===== src/rtl/riscv_pkg.sv =====
// rtl/riscv_pkg.sv - shared RV32 pipeline constants and types
package riscv_pkg;

  localparam int          XLEN      = 32;
  localparam logic [31:0] NOP_INSTR = 32'h0000_0013;

  typedef enum logic {
    BOOT = 1'b0,
    RUN  = 1'b1
  } fetch_state_e;

  typedef struct packed {
    logic            valid;
    logic [31:0]     instr;
    logic [XLEN-1:0] pc;
    logic [XLEN-1:0] pc_plus4;
  } if_id_t;

endpackage


===== src/rtl/fetch_stage_if.sv =====
// rtl/fetch_stage_if.sv - fetch stage control, imem and IF/ID bundle
interface fetch_stage_if #(
  parameter int XLEN = riscv_pkg::XLEN
);

  logic            stall;
  logic            redirect_valid;
  logic [XLEN-1:0] redirect_target;
  logic [XLEN-1:0] imem_addr;
  logic [31:0]     imem_instr;
  logic            id_valid;
  logic [31:0]     id_instr;
  logic [XLEN-1:0] id_pc;
  logic [XLEN-1:0] id_pc_plus4;
  logic [31:0]     fetch_count;

  modport master (
    input  stall,
    input  redirect_valid,
    input  redirect_target,
    output imem_addr,
    input  imem_instr,
    output id_valid,
    output id_instr,
    output id_pc,
    output id_pc_plus4,
    output fetch_count
  );

  modport slave (
    output stall,
    output redirect_valid,
    output redirect_target,
    input  imem_addr,
    output imem_instr,
    input  id_valid,
    input  id_instr,
    input  id_pc,
    input  id_pc_plus4,
    input  fetch_count
  );

endinterface


===== src/rtl/fetch_stage_pc_reg.sv =====
// rtl/fetch_stage_pc_reg.sv - program counter with reset, hold, load and +4
module pc_reg #(
  parameter int              XLEN     = 32,
  parameter logic [XLEN-1:0] RESET_PC = '0
) (
  input  logic            clk,
  input  logic            rst,
  input  logic            hold,
  input  logic            load,
  input  logic [XLEN-1:0] target,
  output logic [XLEN-1:0] pc
);

  // load wins over hold so a redirect during a stall still steers fetch
  always_ff @(posedge clk) begin
    if (rst) begin
      pc <= RESET_PC;
    end else if (load) begin
      pc <= {target[XLEN-1:2], 2'b00};
    end else if (!hold) begin
      pc <= pc + XLEN'(4);
    end
  end

endmodule


===== src/rtl/fetch_stage.sv =====
// rtl/fetch_stage.sv - RV32 fetch stage: PC, IF/ID register and fetch counter
module fetch_stage #(
  parameter int              XLEN      = riscv_pkg::XLEN,
  parameter logic [XLEN-1:0] RESET_PC  = '0,
  parameter logic [31:0]     NOP_INSTR = riscv_pkg::NOP_INSTR
) (
  input logic          clk,
  input logic          rst,
  fetch_stage_if.master bus
);

  import riscv_pkg::*;

  logic [XLEN-1:0] pc;
  if_id_t          if_id_q;
  logic [31:0]     count_q;
  fetch_state_e    state_q;
  fetch_state_e    state_d;
  logic            do_fetch;
  logic            do_flush;

  pc_reg #(
    .XLEN     (XLEN),
    .RESET_PC (RESET_PC)
  ) u_pc_reg (
    .clk    (clk),
    .rst    (rst),
    .hold   (bus.stall),
    .load   (bus.redirect_valid),
    .target (bus.redirect_target),
    .pc     (pc)
  );

  always_ff @(posedge clk) begin
    if (rst) begin
      state_q <= BOOT;
    end else begin
      state_q <= state_d;
    end
  end

  always_comb begin
    state_d = state_q;
    if (state_q == BOOT && do_fetch) begin
      state_d = RUN;
    end
  end

  always_comb begin
    do_flush = bus.redirect_valid;
    do_fetch = !bus.redirect_valid && !bus.stall;
  end

  // redirect kills the in-flight word but keeps id_pc for debug visibility
  always_ff @(posedge clk) begin
    if (rst) begin
      if_id_q <= '{valid: 1'b0, instr: NOP_INSTR, pc: '0, pc_plus4: '0};
      count_q <= '0;
    end else if (do_flush) begin
      if_id_q.valid <= 1'b0;
      if_id_q.instr <= NOP_INSTR;
    end else if (do_fetch) begin
      if_id_q <= '{valid: 1'b1, instr: bus.imem_instr, pc: pc, pc_plus4: pc + XLEN'(4)};
      count_q <= count_q + 32'd1;
    end
  end

  assign bus.imem_addr   = pc;
  assign bus.id_valid    = if_id_q.valid;
  assign bus.id_instr    = if_id_q.instr;
  assign bus.id_pc       = if_id_q.pc;
  assign bus.id_pc_plus4 = if_id_q.pc_plus4;
  assign bus.fetch_count = count_q;

endmodule


===== src/flat_wrapper.sv =====
// flat-port wrapper written by rule: the top's interface ports become plain ports
module fetch_stage_flat import riscv_pkg::*;
#(
  parameter int              XLEN      = riscv_pkg::XLEN,
  parameter logic [XLEN-1:0] RESET_PC  = '0,
  parameter logic [31:0]     NOP_INSTR = riscv_pkg::NOP_INSTR
)
  (clk, rst, bus_stall, bus_redirect_valid, bus_redirect_target, bus_imem_addr, bus_imem_instr, bus_id_valid, bus_id_instr, bus_id_pc, bus_id_pc_plus4, bus_fetch_count);
  fetch_stage_if #(.XLEN(XLEN)) bus_i ();
  input logic clk;
  input logic rst;
  input wire logic [$bits(bus_i.stall)-1:0] bus_stall;
  input wire logic [$bits(bus_i.redirect_valid)-1:0] bus_redirect_valid;
  input wire logic [$bits(bus_i.redirect_target)-1:0] bus_redirect_target;
  output wire logic [$bits(bus_i.imem_addr)-1:0] bus_imem_addr;
  input wire logic [$bits(bus_i.imem_instr)-1:0] bus_imem_instr;
  output wire logic [$bits(bus_i.id_valid)-1:0] bus_id_valid;
  output wire logic [$bits(bus_i.id_instr)-1:0] bus_id_instr;
  output wire logic [$bits(bus_i.id_pc)-1:0] bus_id_pc;
  output wire logic [$bits(bus_i.id_pc_plus4)-1:0] bus_id_pc_plus4;
  output wire logic [$bits(bus_i.fetch_count)-1:0] bus_fetch_count;
  assign bus_i.stall = bus_stall;
  assign bus_i.redirect_valid = bus_redirect_valid;
  assign bus_i.redirect_target = bus_redirect_target;
  assign bus_imem_addr = bus_i.imem_addr;
  assign bus_i.imem_instr = bus_imem_instr;
  assign bus_id_valid = bus_i.id_valid;
  assign bus_id_instr = bus_i.id_instr;
  assign bus_id_pc = bus_i.id_pc;
  assign bus_id_pc_plus4 = bus_i.id_pc_plus4;
  assign bus_fetch_count = bus_i.fetch_count;
  fetch_stage #(.XLEN(XLEN), .RESET_PC(RESET_PC), .NOP_INSTR(NOP_INSTR)) u_core (.clk(clk), .rst(rst), .bus(bus_i));
endmodule

===== config.mk =====
export PLATFORM = sky130hd
export DESIGN_NAME = fetch_stage_flat
export DESIGN_NICKNAME = d
export VERILOG_FILES = /design/src/rtl/riscv_pkg.sv /design/src/rtl/fetch_stage_if.sv /design/src/rtl/fetch_stage_pc_reg.sv /design/src/rtl/fetch_stage.sv /design/src/flat_wrapper.sv
export SDC_FILE = /design/constraint.sdc
export NUM_CORES = 1
export LEC_CHECK = 0
export CAP_MARGIN = 5
export CORE_MARGIN = 4
export CORE_UTILIZATION = 42
export DETAILED_ROUTE_END_ITERATION = 8
export HOLD_SLACK_MARGIN = 0.05
export MAX_ROUTING_LAYER = met4
export PLACE_DENSITY = 0.76
export SLEW_MARGIN = 25
export SYNTH_ARGS = -nofsm -noshare
export SYNTH_HDL_FRONTEND = slang
export SYNTH_SLANG_ARGS = --single-unit

===== constraint.sdc =====
create_clock -name clk -period 1.95 [get_ports clk]
set_input_delay 0.39 -clock clk [delete_from_list [all_inputs] [get_ports clk]]
set_output_delay 0.39 -clock clk [all_outputs]
set_load 0.005 [all_outputs]

==> results.md <==
* Final WS setup at -0.02825 ns
* Worst-case hold path end point: u_core.bus.id_pc[17]
* Register area at 3128 sq um
* HP Class: input port to flop
* DR WL/cell at 17.23 um
* CTS Buf Count at 17
* Post-placement worst setup slack at -0.2925 ns
* Pre-antenna DRT Iters at 5
* Row Count at 47
* Die area at 19150 sq um
* Tcrit/Tclk final at 101.4%
* Layout area overhead at 50.93%
* Unrepaired setup endpoints after global routing: true
* Register area share after synthesis at 43.46%
* Placed Cells at 1296
* Fillers at 1382
* WHS at 0.3882 ns
* CTS Hold Bufs at 0
* Post-Route WL at 23.06 mm
* Worst EP arrival at 2.31 ns
* Worst r2r dst: u_core.u_pc_reg.pc[24]
* Slew Viols, Final at 0
* Clock Sinks at 155
* Largest net degree at the start of global routing at 41
* Post-synth ARST share at 0%
* Top_reg_cell synth: dfxtp_1
* Critical path startpoint category: flop
* Starting density of the core at 42.90%
* Final Critical Period at 1.978 ns
* Setup crit end kind: flop
* Leak pwr at 3.894 nW
* EDFF count, synth at 0
* Drt initial violations at 626
* Clock-pin slew on the worst setup and hold paths at 0.06 ns
* Skew final at 0.009809 ns
* DRT antenna net count at 0
* # nets final at 1175
* Core Area at 16640 sq um
* Final setup fails at 2
* Worst setup path category: flop to flop
* Vias in the first global route at 6835
* Multi-input combinational cell area at 3660 sq um
* Post-DP HPWL at 16.74 mm
* Share of cells above drive strength 1 at 18.69%
* Cells after Synth at 821
* FF-to-FF setup slack at -0.03 ns
* Commonest non-fill, non-tap cell in the layout: clkdlybuf4s50_1
* Fmax achieved at 505.5 MHz
* Avg Cell Area, Syn at 8.696 sq um
* Outcome: finished with violations
* Pwr/cell area at 683.2 nW/um^2
* Worst-path fanout max at 8
* Setup TNS at -0.05231 ns
* Maxcap violations at 0
* FF-to-FF path depth at 5
* Maximum buffer depth of the clock tree at 2
* Commonest cells after routing, fill and taps aside: 217 x clkdlybuf4s50_1, 137 x dfxtp_1, 112 x buf_4, 103 x nor2_1, 94 x nand2_1
* Root Buffer: clkbuf_16
* Fin. Hold Viols at 0
* Die Height at 138.4 um
* Drt via density at 5.472
* Non-Filler Instances at 1338
* Peak VDD IR at 764.8 uV
* Hold path start: rst
* CTS tree: done
* I/O Buffers at 220
* Synthesis Warnings at 0
* Failing checks: setup timing
* Worst skew pair latency at 0.42 ns
* DRC viols at 0
* Total power at 7.362 mW
* Reg-to-Reg Start: u_core.u_pc_reg.pc[18]
* H-tree levels at 4
* WP data required at 2.28 ns
* First-pass GRT wire length at 35.89 mm
* Routability cong. at 0.9167
* N_diodes at 0
* Hold Path Stages at 2
* Synthesized flop and latch total at 155
* Synthesized area at 7139 sq um
* Vias at 7322
* Overflow after GRT at 0
* I/O pin count at 229
* GRT Util Overall at 23.57%
* Die width at 138.4 um
* Library cells used by synthesis at 53
* Initial antenna violation count at 0
synth_stat cells (all sizes together), types with 7 or more instances:
cell type    n  area share, %
o21ai       14           0.98
xnor2       20            2.5
nor4        11           0.96
and3         7           0.61
a311oi      22            2.7
or4         27            2.8
o31ai       29            3.0
inv         11           0.58
nand4       22            2.3
a211oi      26            2.7
clkbuf      52            4.2
xor2        13            1.6
nand2       96            5.0
and4        16            2.0
nor2       104            5.5
buf         27            2.9
nand3       15            1.1
a21oi       58            4.1
nor3         9           0.63
mux2i       33            4.6
dfxtp      155             43
or3         15            1.4
cell families (layout without fill, tap and decap cells):
logic type / after synthesis / after routing / share of synthesized area, %
AND/OR/NAND/NOR: 343 / 343 / 24.43
XOR/XNOR: 33 / 33 / 4.048
other: 1 / 6 / 0.05253
multiplexers: 36 / 36 / 5.100
flip-flops: 155 / 155 / 43.46
AO/OA/AOI/OAI: 161 / 161 / 14.93
buffers and inverters: 90 / 382 / 7.623
adder cells (fa/ha/maj): 2 / 2 / 0.3505
metrics by stage:
step | util (%) | area [sq um]
floorplan | - | 7192
detailed placement | 60.31 | 10040
global placement | 60.31 | 10040
CTS | 63.84 | 10620
finish | 64.75 | 10780
global route | 64.75 | 10780
critical path, cell delays in order (launching register included):
cell and delay (ns):
dfxtp_2 0.33, nand4_1 0.10, or4_4 0.54, buf_6 0.15, or4_4 0.51, a311oi_2 0.25
timing repair:
action,CTS,global route
endpoints found under the setup margin,15,28
gates cloned,0,1
gates resized for setup,10,34
pin swaps,0,6
setup buffers,6,3
per-layer routing:
layer | vias to the layer above | share of wire [%] | GRT usage, %
met3 | 52 | 7.9 | 6.872
met4 | 0 | 3.1 | 8.528
met5 | - | 0 | -
li1 | 3517 | - | -
met2 | 328 | 48 | 37.69
met1 | 3425 | 41 | 28.38
final cells by class:
cell class | instances | area share, %
tap | 220 | 2.555
multi-input combinational | 581 | 33.96
sequential | 155 | 29.03
clock inverter | 13 | 0.7432
inverter | 11 | 0.3832
timing repair buffer | 339 | 29.31
clock buffer | 19 | 4.018
worst max-delay path by stage:
stage / end / cells past startpoint / slack [ns] / from
after floorplan: u_core.bus.id_pc_plus4[28] / 6 / -0.05 / u_core.u_pc_reg.pc[19]
after global placement: u_core.bus.fetch_count[31] / 6 / -0.25 / bus_redirect_valid
after detailed placement: u_core.bus.fetch_count[13] / 7 / -0.29 / bus_redirect_valid
after CTS: bus_imem_addr[11] / 2 / -0.004 / u_core.u_pc_reg.pc[11]
after global routing: u_core.u_pc_reg.pc[24] / 5 / -0.06 / u_core.u_pc_reg.pc[18]
final: u_core.u_pc_reg.pc[24] / 5 / -0.03 / u_core.u_pc_reg.pc[18]
power breakdown:
group,internal (mW),total (mW),switching (mW)
combinational,0.569,1.02,0.451
clock,1.61,2.94,1.33
sequential,3.30,3.40,0.104
(Power assumes the default switching activity.)
